[config.mk]
export PLATFORM = sky130hd
export DESIGN_NAME = normalizer
export DESIGN_NICKNAME = d
export VERILOG_FILES = /design/src/rtl/normalizer.sv
export SDC_FILE = /design/constraint.sdc
export NUM_CORES = 1
export LEC_CHECK = 0
export ABC_AREA = 1
export CAP_MARGIN = 30
export CORE_MARGIN = 5
export CORE_UTILIZATION = 50
export CTS_BUF_LIST = sky130_fd_sc_hd__clkbuf_8
export CTS_CLUSTER_DIAMETER = 80
export DETAILED_ROUTE_END_ITERATION = 10
export HOLD_SLACK_MARGIN = 0.06
export PLACE_DENSITY_LB_ADDON = 0.12
export SYNTH_ARGS = -nofsm -noshare
export SYNTH_HDL_FRONTEND = slang
export SYNTH_SLANG_ARGS = --single-unit
[constraint.sdc]
create_clock -name clk -period 3.6 [get_ports clk]
set_input_delay 0.54 -clock clk [delete_from_list [all_inputs] [get_ports clk]]
set_output_delay 0.54 -clock clk [all_outputs]
set_load 0.01 [all_outputs]
[src/rtl/normalizer.sv]
// Multi-cycle leading-zero normalizer: shifts an operand left until its MSB is set and reports the distance.
// Optional NORMALIZER_NIBBLE_EN adds a 4-bit skip step for a leading zero nibble; results are identical either way.
module normalizer #(
  parameter int WIDTH = 16
) (
  input  logic                       clk,
  input  logic                       rst_n,
  input  logic                       in_valid,
  output logic                       in_ready,
  input  logic [WIDTH-1:0]           in_value,
  output logic                       out_valid,
  input  logic                       out_ready,
  output logic [WIDTH-1:0]           out_value,
  output logic [$clog2(WIDTH):0]     out_shift,
  output logic                       out_zero
);

  localparam int SW = $clog2(WIDTH) + 1;

  typedef enum logic [1:0] {
    IDLE  = 2'd0,
    SHIFT = 2'd1,
    DONE  = 2'd2
  } state_t;

  state_t           state_q, state_d;
  logic [WIDTH-1:0] work_q, work_d;
  logic [SW-1:0]    cnt_q, cnt_d;
  logic [WIDTH-1:0] value_q, value_d;
  logic [SW-1:0]    shift_q, shift_d;
  logic             zero_q, zero_d;

  always_ff @(posedge clk or negedge rst_n) begin
    if (!rst_n) begin
      state_q <= IDLE;
      work_q  <= '0;
      cnt_q   <= '0;
      value_q <= '0;
      shift_q <= '0;
      zero_q  <= 1'b0;
    end else begin
      state_q <= state_d;
      work_q  <= work_d;
      cnt_q   <= cnt_d;
      value_q <= value_d;
      shift_q <= shift_d;
      zero_q  <= zero_d;
    end
  end

  always_comb begin
    state_d = state_q;
    work_d  = work_q;
    cnt_d   = cnt_q;
    value_d = value_q;
    shift_d = shift_q;
    zero_d  = zero_q;
    case (state_q)
      IDLE: begin
        if (in_valid) begin
          work_d  = in_value;
          cnt_d   = '0;
          state_d = SHIFT;
        end
      end
      SHIFT: begin
        if (work_q == '0) begin
          value_d = '0;
          shift_d = SW'(WIDTH);
          zero_d  = 1'b1;
          state_d = DONE;
        end else if (work_q[WIDTH-1]) begin
          value_d = work_q;
          shift_d = cnt_q;
          zero_d  = 1'b0;
          state_d = DONE;
`ifdef NORMALIZER_NIBBLE_EN
        end else if (work_q[WIDTH-1 -: 4] == 4'b0000) begin
          // Nonzero with an empty top nibble: at least 4 more shifts are guaranteed.
          work_d = {work_q[WIDTH-5:0], 4'b0000};
          cnt_d  = cnt_q + SW'(4);
`endif
        end else begin
          work_d = {work_q[WIDTH-2:0], 1'b0};
          cnt_d  = cnt_q + SW'(1);
        end
      end
      DONE: begin
        if (out_ready) state_d = IDLE;
      end
      default: state_d = IDLE;
    endcase
  end

  assign in_ready  = (state_q == IDLE);
  assign out_valid = (state_q == DONE);
  assign out_value = value_q;
  assign out_shift = shift_q;
  assign out_zero  = zero_q;

endmodule
==> results.toml <==
[clocking]
worstSkewPairLatency_ps = 290
tritoncts = "done"
level_count_of_the_clock_h_tree = 2
cts_resized = 0
cts.root.buffer_cell = "sky130_fd_sc_hd__clkbuf_8"
number_of_sinks_driven_by_the_clock_tree = 45
cts_max_path_buffers = 2
tritoncts.num_buffers = 5
cts_hold_buffers_added = 0
post-cts-setup-buffers = 0
clkSlewWorstSetupHoldPaths_ps = 80

[sta]
setup_tns_ps = 0
worst_slew_margin_rel_pct = 47.0
final.hold.worst_slack_ps = 71.0
report.final.setup_viol = 0
worstMarginPinSlew_ps = 795
timing.fmax_mhz = 472
grt_setup_unrepaired = "false"
timing.final.max_slew_violations = 0
min_period_ps = 2120
final_hold_viol_count = 0
finClkSkew_ps = 4.13
post-route-period-util_pct = 58.8

[synthesis]
postSynth.asyncResetShare_pct = 100
yosysSeqAreaShare_pct = 47.8
yosys-top-cells-area = "sky130_fd_sc_hd__dfrtp_1, sky130_fd_sc_hd__nand2_1, sky130_fd_sc_hd__nand2_4"
synth.ff_latch_count = 45
syn-instance-count = 278
synth-main-ff-cell = "sky130_fd_sc_hd__dfrtp_1"
synth_top_area_share_pct = 47.8
post-synth-top-area-cell = "sky130_fd_sc_hd__dfrtp_1"
yosys-top-cells-count = "sky130_fd_sc_hd__nand2_1, sky130_fd_sc_hd__dfrtp_1, sky130_fd_sc_hd__nand3_1, sky130_fd_sc_hd__nand4_1, sky130_fd_sc_hd__nor2_1"
ys.warnings.count = 0
synth_most_common_cell = "sky130_fd_sc_hd__nand2_1"
post_synth_num_cell_types = 25
synth_enable_flop_cells = 0
postSynthAreaPerCell_sq_um = 8.47
syn_area_sq_um = 2350
synth.net_count = 299

[placement]
finalWeightedCongestion = 0.807
numPortBuffers = 43
hpwlAfterDp_um = 3490
detailed_place.area_sq_um = 2750

[die]
die_area_sq_um = 6180
die_y_um = 78.6
pin_count = 44
std_cell_rows = 25
initial_core_util_pct = 50.5
die_width_um = 78.6
floorplan.core_area_sq_um = 4660

[power_and_ir_drop]
p_leak_nw = 1.40
max-vdd-ir-drop_uv = 507
power-per-cell-area_nw_per_um2 = 829

[critical_path]
cp-start-kind = "flip-flop"
cp.arrival_ps = 2300
cpMostUsedCell = "sky130_fd_sc_hd__inv_2"
worst-setup-path-type = "reg2reg"
worst_path_max_delay_cell = "sky130_fd_sc_hd__nor2_2"
cp_num_buf_inv = 2
reg2reg_setup_slack_ps = 1480
critical_path_peak_fanout = 34
timing.critical_path.cells = "inv_2 > nand2_4 > nor2_2 > inv_2 > nand4_1 > nand2_1"
worst_setup_path_end_kind = "flip-flop"
required_worst_endpoint_ps = 3780
critical_path.max_stage_delay_ps = 680
worst_path_dominant_cell_family = "simple AND/OR/NAND/NOR gates"

[route]
drt_first_iter_violations = 145
antenna_violating_nets_post_route = 0
num_vias = 1979
drc_violation_count_after_routing = 0
detailedRoute.firstPassIterationCount = 4
via_per_inst = 5.38
wl_per_cell_um = 14.0
drt_wl_total_um = 5170

[final_layout]
antenna_cells = 0
sequential_cell_area_sq_um = 1130
layout-area-overhead-vs-synth_pct = 20.4
nNetsFinal = 334
n_fill_cell = 450
final_area_sq_um = 2830
multi_input_comb_area_sq_um = 1090
postLayoutCoreUtil_pct = 60.8
layout-drive-gt1-share_pct = 14.3

[global_route]
grt_use_met1_pct = 24.1
grt_start_max_net_pins = 40
grt_antenna_before_repair = 0
grt_util_met2_pct = 27.5
global_route.overflow_total = 0
wire_length_of_the_first_global_routing_pass_um = 8750
globalRouteTotalUtil_pct = 17.7
globalRoute.busiestLayer = "met2"
via_count_of_the_first_global_routing_pass = 1865
grt_use_met3_pct = 4.13

[status]
run_status = "finished, final reports clean"

[run]
max_cap_viol_count = 0

[worst_hold_path]
min-delay-path-class = "in2async"
[layout make-up]
class | count | share of cell area, %
clock inverters | 3 | 0.486
inverters | 6 | 0.883
clock buffers | 5 | 2.43
repair buffers | 44 | 15.7
flip-flops and latches | 45 | 39.8
multi-input cells | 211 | 38.3
well taps | 54 | 2.39
[registers in the layout, summed over array words and instances (netlist names)]
name / cells
out_value: 16
work_q: 16
cnt_q: 5
out_shift: 5
state_q: 2
out_zero: 1
[through the flow]
step           cells  setup WS [ps]  total power [mW]
6_report         368           1480              2.35
4_1_cts          368           1470              2.37
2_1_floorplan    278           2300              1.72
3_5_place_dp     360           1490              2.06
5_1_grt          368           1370              2.54
3_3_place_gp     359           1530              2.03
[path summary, 6_finish.rpt]
| kind | cells after the start | from | end |
|---|---|---|---|
| setup / recovery | 6 | state_q[1]$_DFFE_PN0P_ | work_q[6]$_DFFE_PN0P_ |
| min in group clk | 2 | out_shift[3]$_DFFE_PN0P_ | out_shift[3]$_DFFE_PN0P_ |
| max in group asynchronous | 2 | rst_n | work_q[8]$_DFFE_PN0P_ |
| hold / removal | 1 | rst_n | work_q[0]$_DFFE_PN0P_ |
| setup reg to reg | 6 | state_q[1]$_DFFE_PN0P_ | work_q[6]$_DFFE_PN0P_ |
| hold reg to reg | 2 | out_shift[3]$_DFFE_PN0P_ | out_shift[3]$_DFFE_PN0P_ |
[report_power, final]
group	internal [mW]	switching [mW]
sequential	0.712	0.188
clock	0.132	0.166
combinational	0.469	0.681
total	1.31	1.03
[metal layers]
layer / vias to the layer above / share of wire, %
met5: - / 0
met4: 0 / 1.5
met3: 9 / 6.8
met2: 74 / 49
met1: 928 / 43
li1: 968 / -
[cells by family after synthesis]
kind of cell | Yosys count | synth area share [%]
compound gates | 16 | 3.51
xor+xnor | 2 | 0.744
fa+ha+maj | 1 | 0.532
buf+inv | 22 | 6.01
flops | 45 | 47.8
simple gates | 192 | 41.4
[layout by cell type, fill, tap and decap left out, drive strengths merged, types with 2 or more instances in the layout]
master         instances
buf                    2
clkbuf                 5
clkdlybuf4s50         42
clkinv                 2
dfrtp                 45
inv                    7
nand2                128
nand3                 26
nand4                 19
nor2                  19
o21ai                 15
xnor2                  2
Note: power is estimated with default switching activity, not from simulation.
